[config.mk]
export PLATFORM = sky130hd
export DESIGN_NAME = pill_schedule_sequencer
export DESIGN_NICKNAME = d
export VERILOG_FILES = /design/src/rtl/pill_pkg.sv /design/src/rtl/sec_tick_gen.sv /design/src/rtl/pill_schedule_sequencer.sv
export SDC_FILE = /design/constraint.sdc
export NUM_CORES = 1
export LEC_CHECK = 0
export BUFFER_PORTS_ARGS = -buffer_cell sky130_fd_sc_hd__buf_2
export CAP_MARGIN = 15
export CORE_ASPECT_RATIO = 2
export CORE_MARGIN = 5
export CORE_UTILIZATION = 50
export CTS_CLUSTER_DIAMETER = 30
export DETAILED_ROUTE_END_ITERATION = 16
export PLACE_DENSITY = 0.78
export SLEW_MARGIN = 20
export SYNTH_ARGS = -nofsm -noshare
export SYNTH_HDL_FRONTEND = slang
export SYNTH_SLANG_ARGS = --single-unit
[constraint.sdc]
create_clock -name clk -period 2.8 [get_ports clk]
set_clock_uncertainty 0.15 [all_clocks]
set_input_delay 0.56 -clock clk [delete_from_list [all_inputs] [get_ports clk]]
set_output_delay 0.56 -clock clk [all_outputs]
set_load 0.005 [all_outputs]
[src/rtl/pill_pkg.sv]
`default_nettype none
// ============================================================================
// Module   : pill_pkg
// Brief    : Shared types, schedule-entry field positions and helpers for
//            the pill schedule sequencer.
// Revision : 1.0 - initial release
// ============================================================================
package pill_pkg;

  typedef enum logic [2:0] {
    IDLE     = 3'd0,
    FETCH    = 3'd1,
    LOAD     = 3'd2,
    WAIT_INT = 3'd3,
    ALARM    = 3'd4,
    DISPENSE = 3'd5,
    NEXT     = 3'd6,
    DONE     = 3'd7
  } state_e;

  // Schedule ROM entry layout
  localparam int ENTRY_W  = 28;
  localparam int END_BIT  = 27;
  localparam int MASK_HI  = 26;
  localparam int MASK_LO  = 24;
  localparam int INT_HI   = 23;
  localparam int INT_LO   = 12;
  localparam int DUR_HI   = 11;
  localparam int DUR_LO   = 0;

  localparam int SNOOZE_S = 60;
  localparam int MISSED_W = 4;

  // Zero each pill's duration whose mask bit is clear; mask[0] is pill1 = dur[11:8]
  function automatic logic [11:0] mask_durations(input logic [2:0] mask,
                                                 input logic [11:0] dur);
    logic [11:0] r;
    r[11:8] = mask[0] ? dur[11:8] : 4'd0;
    r[7:4]  = mask[1] ? dur[7:4]  : 4'd0;
    r[3:0]  = mask[2] ? dur[3:0]  : 4'd0;
    return r;
  endfunction

  // One-second step of every still-running duration counter
  function automatic logic [11:0] dec_durations(input logic [11:0] dur);
    logic [11:0] r;
    r[11:8] = (dur[11:8] != 4'd0) ? dur[11:8] - 4'd1 : 4'd0;
    r[7:4]  = (dur[7:4]  != 4'd0) ? dur[7:4]  - 4'd1 : 4'd0;
    r[3:0]  = (dur[3:0]  != 4'd0) ? dur[3:0]  - 4'd1 : 4'd0;
    return r;
  endfunction

  // Dispense enables, bit0 = pill1
  function automatic logic [2:0] active_pills(input logic [11:0] dur);
    return {dur[3:0] != 4'd0, dur[7:4] != 4'd0, dur[11:8] != 4'd0};
  endfunction

endpackage
`default_nettype wire

[src/rtl/sec_tick_gen.sv]
`default_nettype none
// ============================================================================
// Module   : sec_tick_gen
// Brief    : Free-running prescaler producing a one-cycle tick every CLK_HZ
//            clock cycles, restarted by reset.
// Revision : 1.0 - initial release
// ============================================================================
module sec_tick_gen #(
  parameter int CLK_HZ = 50000000
) (
  input  logic clk,
  input  logic reset,
  output logic tick
);

  localparam int CW = (CLK_HZ > 1) ? $clog2(CLK_HZ) : 1;
  localparam logic [CW-1:0] C_LAST = CW'(CLK_HZ - 1);

  logic [CW-1:0] cnt_q;
  logic [CW-1:0] cnt_d;

  // Count 0..CLK_HZ-1 and wrap
  always_comb begin
    cnt_d = cnt_q + 1'b1;
    if (cnt_q == C_LAST) cnt_d = '0;
  end

  // Prescaler register
  always_ff @(posedge clk) begin
    if (reset) cnt_q <= '0;
    else       cnt_q <= cnt_d;
  end

  // Masked by reset so the tick stays low even when CLK_HZ is 1
  assign tick = (cnt_q == C_LAST) && !reset;

endmodule
`default_nettype wire

[src/rtl/pill_schedule_sequencer.sv]
`default_nettype none
// ============================================================================
// Module   : pill_schedule_sequencer
// Brief    : Walks a schedule ROM, waits each entry's interval, raises an
//            alarm, dispenses the masked pills on ack and counts missed doses.
//            Optional snooze support: define PILL_SEQ_SNOOZE_EN.
// Revision : 1.0 - initial release
// ============================================================================
module pill_schedule_sequencer
  import pill_pkg::*;
#(
  parameter int CLK_HZ          = 50000000,
  parameter int ROM_AW          = 5,
  parameter int ALARM_TIMEOUT_S = 30
) (
  input  logic                clk,
  input  logic                reset,
  input  logic                start,
  input  logic                ack,
  input  logic                snooze,
  output logic [ROM_AW-1:0]   rom_addr,
  input  logic [ENTRY_W-1:0]  rom_data,
  output logic [ENTRY_W-1:0]  rom_content,
  output logic [11:0]         pill12_and3_duration,
  output logic [2:0]          dispense,
  output logic                alarm,
  output logic                done,
  output logic [MISSED_W-1:0] missed_count
);

  localparam int TW = (ALARM_TIMEOUT_S > 1) ? $clog2(ALARM_TIMEOUT_S + 1) : 1;
  localparam logic [TW-1:0] C_TO_LAST = TW'(ALARM_TIMEOUT_S - 1);

  logic tick;

  sec_tick_gen #(.CLK_HZ(CLK_HZ)) u_tick (
    .clk   (clk),
    .reset (reset),
    .tick  (tick)
  );

  state_e                state_q,       state_d;
  logic [ROM_AW-1:0]     rom_addr_q,    rom_addr_d;
  logic [ENTRY_W-1:0]    rom_content_q, rom_content_d;
  logic [11:0]           int_cnt_q,     int_cnt_d;
  logic [11:0]           dur_q,         dur_d;
  logic [TW-1:0]         to_cnt_q,      to_cnt_d;
  logic [MISSED_W-1:0]   missed_q,      missed_d;
  logic                  alarm_q,       alarm_d;
  logic                  done_q,        done_d;
  logic [2:0]            dispense_q,    dispense_d;
  logic                  snoozing;

`ifdef PILL_SEQ_SNOOZE_EN
  localparam int SW = $clog2(SNOOZE_S + 1);
  logic                  snoozing_q,    snoozing_d;
  logic [SW-1:0]         snz_cnt_q,     snz_cnt_d;
  assign snoozing = snoozing_d;
`else
  logic unused_snooze;
  assign unused_snooze = snooze;
  assign snoozing      = 1'b0;
`endif

  // Next-state and datapath decisions for the schedule walker
  always_comb begin
    state_d       = state_q;
    rom_addr_d    = rom_addr_q;
    rom_content_d = rom_content_q;
    int_cnt_d     = int_cnt_q;
    dur_d         = dur_q;
    to_cnt_d      = to_cnt_q;
    missed_d      = missed_q;
`ifdef PILL_SEQ_SNOOZE_EN
    snoozing_d    = snoozing_q;
    snz_cnt_d     = snz_cnt_q;
`endif
    case (state_q)
      IDLE: begin
        if (start) begin
          state_d    = FETCH;
          rom_addr_d = '0;
        end
      end
      FETCH: state_d = LOAD;
      LOAD: begin
        if (rom_data[END_BIT]) begin
          state_d = DONE;
        end else begin
          rom_content_d = rom_data;
          int_cnt_d     = rom_data[INT_HI:INT_LO];
          to_cnt_d      = '0;
          state_d       = (rom_data[INT_HI:INT_LO] == 12'd0) ? ALARM : WAIT_INT;
        end
      end
      WAIT_INT: begin
        if (tick) begin
          int_cnt_d = int_cnt_q - 12'd1;
          if (int_cnt_q == 12'd1) begin
            state_d  = ALARM;
            to_cnt_d = '0;
          end
        end
      end
      ALARM: begin
        // ack outranks both a timeout on the same tick and a snooze request
        if (ack) begin
          dur_d   = mask_durations(rom_content_q[MASK_HI:MASK_LO],
                                   rom_content_q[DUR_HI:DUR_LO]);
          state_d = DISPENSE;
`ifdef PILL_SEQ_SNOOZE_EN
          snoozing_d = 1'b0;
        end else if (snoozing_q) begin
          if (tick) begin
            snz_cnt_d = snz_cnt_q - 1'b1;
            if (snz_cnt_q == SW'(1)) begin
              snoozing_d = 1'b0;
              to_cnt_d   = '0;
            end
          end
        end else if (snooze) begin
          snoozing_d = 1'b1;
          snz_cnt_d  = SW'(SNOOZE_S);
          to_cnt_d   = '0;
`endif
        end else if (tick) begin
          if (to_cnt_q == C_TO_LAST) begin
            to_cnt_d = '0;
            if (missed_q != '1) missed_d = missed_q + 1'b1;
            state_d  = NEXT;
          end else begin
            to_cnt_d = to_cnt_q + 1'b1;
          end
        end
      end
      DISPENSE: begin
        if (dur_q == 12'd0)  state_d = NEXT;
        else if (tick)       dur_d   = dec_durations(dur_q);
      end
      NEXT: begin
        rom_addr_d = rom_addr_q + 1'b1;
        state_d    = FETCH;
      end
      DONE: begin
        if (start) begin
          state_d    = FETCH;
          rom_addr_d = '0;
          missed_d   = '0;
        end
      end
      default: state_d = IDLE;
    endcase
    alarm_d    = (state_d == ALARM) && !snoozing;
    done_d     = (state_d == DONE);
    dispense_d = active_pills(dur_d);
  end

  // State and registered outputs
  always_ff @(posedge clk) begin
    if (reset) begin
      state_q       <= IDLE;
      rom_addr_q    <= '0;
      rom_content_q <= '0;
      int_cnt_q     <= '0;
      dur_q         <= '0;
      to_cnt_q      <= '0;
      missed_q      <= '0;
      alarm_q       <= 1'b0;
      done_q        <= 1'b0;
      dispense_q    <= '0;
`ifdef PILL_SEQ_SNOOZE_EN
      snoozing_q    <= 1'b0;
      snz_cnt_q     <= '0;
`endif
    end else begin
      state_q       <= state_d;
      rom_addr_q    <= rom_addr_d;
      rom_content_q <= rom_content_d;
      int_cnt_q     <= int_cnt_d;
      dur_q         <= dur_d;
      to_cnt_q      <= to_cnt_d;
      missed_q      <= missed_d;
      alarm_q       <= alarm_d;
      done_q        <= done_d;
      dispense_q    <= dispense_d;
`ifdef PILL_SEQ_SNOOZE_EN
      snoozing_q    <= snoozing_d;
      snz_cnt_q     <= snz_cnt_d;
`endif
    end
  end

  assign rom_addr             = rom_addr_q;
  assign rom_content          = rom_content_q;
  assign pill12_and3_duration = dur_q;
  assign dispense             = dispense_q;
  assign alarm                = alarm_q;
  assign done                 = done_q;
  assign missed_count         = missed_q;

endmodule
`default_nettype wire

# Yosys cells after proc, flatten, opt, wreduce, memory -nomap -nowiden
# Cells that the tools add are included.
# op_classes
bitwise_logic	1
eq_ne	22
mux	38
reduce_logical	22
add_sub_neg	8
# op_table
operator	n
12-bit 2-to-1 mux	5
12-bit one-hot mux with 2 select lines	2
4-bit 2-to-1 mux	11
5-bit 2-to-1 mux	7
3-bit 2-to-1 mux	9
26-bit by 1-bit adder with 26-bit output (second input constant)	1
26-bit == test (second input constant)	1
12-bit zero test	2
4-bit nonzero test	6
3-bit one-hot mux with 7 select lines	1
3-bit == test (second input constant)	6
2-bit != test (second input constant)	8
5-bit one-hot mux with 3 select lines	1
12-bit by 1-bit == test with 1-bit output (second input constant)	1
6-bit AND reduction	2
12-bit by 1-bit subtractor with 12-bit output (second input constant)	1
4-bit by 1-bit subtractor with 4-bit output (second input constant)	3
5-bit by 1-bit adder with 5-bit output (second input constant)	2
5-bit one-hot mux with 2 select lines	1
4-bit one-hot mux with 2 select lines	1
3-bit by 2-bit == test with 1-bit output (second input constant)	2
2-bit nonzero test	3
5-bit == test (second input constant)	1
4-bit by 1-bit adder with 4-bit output (second input constant)	1
other kinds (11)	13
# word_totals
in_bits	33
ff_bits	99

# Logic depth before layout (Yosys ltp)
# depth
depth_word	6
depth_mapped	9
ltp_nobuf	8

# Cells and area by module
# From an unflattened synthesis, not the netlist that was laid out.
# hier_totals
cells_unflattened	638
area_unflattened_um2	5256.3
# modules_own_cells
mod	n_inst	area_per_inst_um2	cells_each
pill_schedule_sequencer	1	3986.3	496
sec_tick_gen	1	1270.0	142

# Least setup slack after synthesis
# No wires, ideal clock.
# synth_path
path_type	register -> register
start	register u_tick.cnt_q[9]
end	register dispense_q[0] (netlist: dispense[0])
stages_incl_launch_ff	8
arrival_time_ns	2.206
t_required_ns	2.512
n_path_buf	1
path_slack_ns	0.306
cell_sequence	dfxtp_1 or4b_4 nor4_4 and2_2 clkbuf_1 a31oi_1 nor3_1 a41oi_2
# synth_via
elab_chain_cells	6
# synth_rtl
element	line_no	text
start: declaration	sec_tick_gen.sv:19	logic [CW-1:0] cnt_q;
start signal: assignment	sec_tick_gen.sv:31	else cnt_q <= cnt_d;
26-bit == test	sec_tick_gen.sv:35	assign tick = (cnt_q == C_LAST) && !reset;
1-bit logical AND	sec_tick_gen.sv:35	
12-bit 2-to-1 mux	pill_schedule_sequencer.sv:138	else if (tick) dur_d = dec_durations(dur_q);
12-bit 2-to-1 mux	pill_schedule_sequencer.sv:137	if (dur_q == 12'd0) state_d = NEXT;
12-bit one-hot mux with 2 select lines	pill_schedule_sequencer.sv:78	case (state_q)
4-bit nonzero test	pill_pkg.sv:55	return {dur[3:0] != 4'd0, dur[7:4] != 4'd0, dur[11:8] != 4'd0};
end signal: assignment	pill_schedule_sequencer.sv:185	dispense_q <= dispense_d;
end: declaration	pill_schedule_sequencer.sv:51	logic [2:0] dispense_q, dispense_d;
# Every way passes these cells.
# A chain may end at the register's enable or synchronous reset.

# Worst setup path in the final report
# layout_path
start	register state_q[2]
end	register missed_q[0] (netlist: missed_count[0])
# layout_via
elab_chain_cells	3
# layout_rtl
element	line_no	text
start: declaration	pill_schedule_sequencer.sv:42	state_e state_q, state_d;
start signal: assignment	pill_schedule_sequencer.sv:176	state_q <= state_d;
3-bit == test	pill_schedule_sequencer.sv:78	
2-bit != test (no source line) or 2-bit nonzero test (tied branches)	-	
6-bit AND reduction (no source line)	-	
end signal: assignment	pill_schedule_sequencer.sv:182	missed_q <= missed_d;
end: declaration	pill_schedule_sequencer.sv:48	logic [MISSED_W-1:0] missed_q, missed_d;
# Several ways; a longest one is shown, not always the timed one.

==> reports/qor.json <==
{
  "floorplan": {
    "coreArea_mm2": 0.00964,
    "dieWidth_um": 79.8,
    "fp-row-count": 51,
    "design.die.area_mm2": 0.0119,
    "floorplan.initialDensity_pct": 50.6,
    "dieHeight_um": 150,
    "io_pins": 87
  },
  "grt": {
    "grt_max_degree": 70,
    "grt.total_usage_pct": 24.0,
    "antenna_violations_before_repair": 0,
    "global_route_wire_length_before_repair_um": 22600,
    "overflow_left_after_global_routing": 0,
    "via_count_of_the_first_global_routing_pass": 4837
  },
  "logic_synthesis": {
    "syn-num-nets": 672,
    "synthesis.instances": 629,
    "synth-edff-count": 0,
    "ys_seq_area_share_pct": 40.7,
    "ys_warn_count": 0,
    "async_reset_ff_share_pct": 0,
    "yosysUniqueCellTypes": 60,
    "netlist_area_mm2": 0.00487,
    "yosysTopAreaCell": "sky130_fd_sc_hd__dfxtp_1",
    "synthDominantCellAreaShare_pct": 40.7,
    "ys_seq_elements": 99,
    "synth-main-ff-cell": "sky130_fd_sc_hd__dfxtp_1",
    "post_synth.cell_area_avg_um2": 7.75,
    "synth_area_leaders": "sky130_fd_sc_hd__dfxtp_1, sky130_fd_sc_hd__nand2_1, sky130_fd_sc_hd__nor2_1"
  },
  "clocking": {
    "cts_hold_buf": 0,
    "clkLatencyLatePin_ns": 0.35,
    "clock_tree.buffer_depth": 2,
    "cts.repair.resized": 0,
    "cts_setup_buffers": 0,
    "clock_sinks": 99,
    "clk_pin_slew_worst_paths_ns": 0.08,
    "deepest_level_of_the_cts_h_tree": 3,
    "cts_inserted_buffers": 9,
    "cts_tree": "built",
    "clk_root_buffer_cell": "sky130_fd_sc_hd__clkbuf_16"
  },
  "route": {
    "detail_route.first_pass.iterations": 5,
    "wl_per_cell_um": 16.9,
    "routed_wirelength_um": 14300,
    "post-route-drc-count": 0,
    "drt-vias-per-instance": 5.81,
    "detailroute.via_count": 4935,
    "drtIter0Drc": 353,
    "postRouteAntennaNets": 0
  },
  "placed_design": {
    "buffers_on_ports": 84,
    "post-dp-hpwl_um": 10800,
    "globalplace.congestion": 0.914
  },
  "pwr": {
    "power_density_mw_per_mm2": 532,
    "worst_ir_drop_vdd_uv": 476,
    "p_leak_nw": 2.28
  },
  "timing": {
    "rsz0062_at_grt": "false",
    "timing.final.crit_share_pct": 93.7,
    "finalMaxSlewViolations": 0,
    "final_period_minus_worst_setup_slack_ns": 2.62,
    "maxClockFrequency_ghz": 0.381,
    "max-slew-margin-rel_pct": 53.2,
    "hold_viol": 0,
    "fin_hold_ws_ns": 0.290,
    "setup_tns_ns": 0,
    "tightestPinTransition_ns": 0.702,
    "final-setup-viol-count": 0
  },
  "critical_path": {
    "timing_worst_setup_path_type": "reg2reg",
    "timing.critical_path.slowest_stage_cell": "sky130_fd_sc_hd__dfxtp_1",
    "crit_path_end_kind": "flop",
    "cp_data_arrival_time_ns": 2.74,
    "depth_of_the_worst_register_to_register_path": 6,
    "critical_path_required_ns": 2.92,
    "timing.critical_path.slowest_cell_delay_ns": 0.54,
    "worstPathCellList": "or3b_1 > or3_1 > a311oi_1 > nand2_1 > or2_2 > a21oi_1",
    "start_kind": "flop",
    "path_max_fanout": 12,
    "critical_path_buf_inv_count": 0,
    "timing.critical_path.max_delay_family": "simple AND/OR/NAND/NOR gates",
    "crit_cells": 6
  },
  "final_layout": {
    "drive_above_1_share_pct": 18.5,
    "antenna_cells_inserted": 0,
    "final_cell_mix": "sky130_fd_sc_hd__nand2_1, sky130_fd_sc_hd__dfxtp_1, sky130_fd_sc_hd__buf_2, sky130_fd_sc_hd__nor2_1, sky130_fd_sc_hd__a21oi_1",
    "area_delta_synth_final_pct": 18.3,
    "fillers": 881,
    "layout.cells.most_common": "sky130_fd_sc_hd__nand2_1",
    "net_count_reported_at_finish": 756
  },
  "outcome": {
    "result_of_the_run": "finished clean"
  },
  "hold_path": {
    "hold_path_depth": 3,
    "timing.hold.worst.class": "in2reg"
  },
  "run": {
    "number_of_max_cap_violations": 0
  }
}
-- stage by stage --
step | power [mW] | std cells | setup slack [ns] | util, % | instance area (um^2)
detailed placement | 1.89 | 834 | 0.130 | 56.8 | 5470
CTS | 3.08 | 850 | 0.124 | 59.8 | 5760
finish | 3.07 | 850 | 0.175 | 59.8 | 5760
global placement | 1.88 | 834 | 0.212 | 56.8 | 5470
global route | 3.20 | 850 | 0.0381 | 59.8 | 5760
floorplan | 1.76 | 629 | 0.306 | - | 4870
-- per-layer routing --
metal | wire length [um] | global-route usage, %
met4 | 768 | 15.1
met2 | 7980 | 45.7
met5 | 0 | 0
met3 | 576 | 4.10
met1 | 5020 | 22.9
-- layout make-up --
class                   instances  area (um^2)  area share, %
repair buffers                101          548           9.51
flip-flops and latches         99         1980           34.4
multi-input cells             483         2710           47.0
well taps                     132          165           2.87
clock buffers                  10          239           4.15
clock inverters                 6         48.8          0.847
inverters                      19         71.3           1.24
-- where the power goes --
group	switching, mW	internal (mW)	total, mW
clock network	0.564	0.633	1.20
logic	0.250	0.131	0.381
registers	0.0420	1.45	1.49
total	0.856	2.21	3.07
-- synth_stat cells, types with 3 or more instances --
master,instances
sky130_fd_sc_hd__nand2_1,101
sky130_fd_sc_hd__dfxtp_1,99
sky130_fd_sc_hd__nor2_1,78
sky130_fd_sc_hd__a21oi_1,58
sky130_fd_sc_hd__nand3_1,35
sky130_fd_sc_hd__nor3_1,26
sky130_fd_sc_hd__o21ai_0,25
sky130_fd_sc_hd__clkbuf_1,22
sky130_fd_sc_hd__xor2_1,18
sky130_fd_sc_hd__inv_1,17
sky130_fd_sc_hd__and3_1,12
sky130_fd_sc_hd__xnor2_1,11
sky130_fd_sc_hd__ha_1,10
sky130_fd_sc_hd__a31oi_1,8
sky130_fd_sc_hd__nand4_1,7
sky130_fd_sc_hd__nor3b_1,6
sky130_fd_sc_hd__a211oi_1,5
sky130_fd_sc_hd__nor4_1,5
sky130_fd_sc_hd__o22ai_1,5
sky130_fd_sc_hd__a22o_1,4
sky130_fd_sc_hd__and4_1,4
sky130_fd_sc_hd__buf_2,4
sky130_fd_sc_hd__or3_1,4
sky130_fd_sc_hd__a311oi_1,3
sky130_fd_sc_hd__a32oi_1,3
sky130_fd_sc_hd__a41oi_1,3
sky130_fd_sc_hd__and2_1,3
sky130_fd_sc_hd__nor2b_1,3
sky130_fd_sc_hd__o211ai_1,3
sky130_fd_sc_hd__or2_2,3
sky130_fd_sc_hd__or4_1,3
-- final timing paths --
kind                    from               to  slack (ns)
max reg2reg       state_q[2]  missed_count[0]        0.18
min              rom_data[4]   rom_content[4]        0.29
max               state_q[2]  missed_count[0]        0.18
min reg2reg  u_tick.cnt_q[0]  u_tick.cnt_q[0]        0.31
-- state kept, by name (all words and copies together) (netlist names) --
signal / count
dispense: 3
u_tick.cnt_q: 26
rom_addr: 5
int_cnt_q: 12
done: 1
missed_count: 4
rom_content: 27
to_cnt_q: 5
state_q: 3
alarm: 1
pill12_and3_duration: 12
-- kinds of logic (layout without fill, tap and decap cells) --
group	after synthesis	after routing	synth area share (%)
xor+xnor	29	29	5.21
simple gates	309	309	30.7
other cells	1	1	0.0770
flops	99	99	40.7
compound gates	134	134	17.0
buf+inv	47	136	3.80
fa+ha+maj	10	10	2.57
-- worst min-delay path, cell delays in order --
cell and delay [ns]:
sky130_fd_sc_hd__buf_2 0.09, sky130_fd_sc_hd__nand2_1 0.04, sky130_fd_sc_hd__a21oi_1 0.05
(Power assumes the default switching activity.)
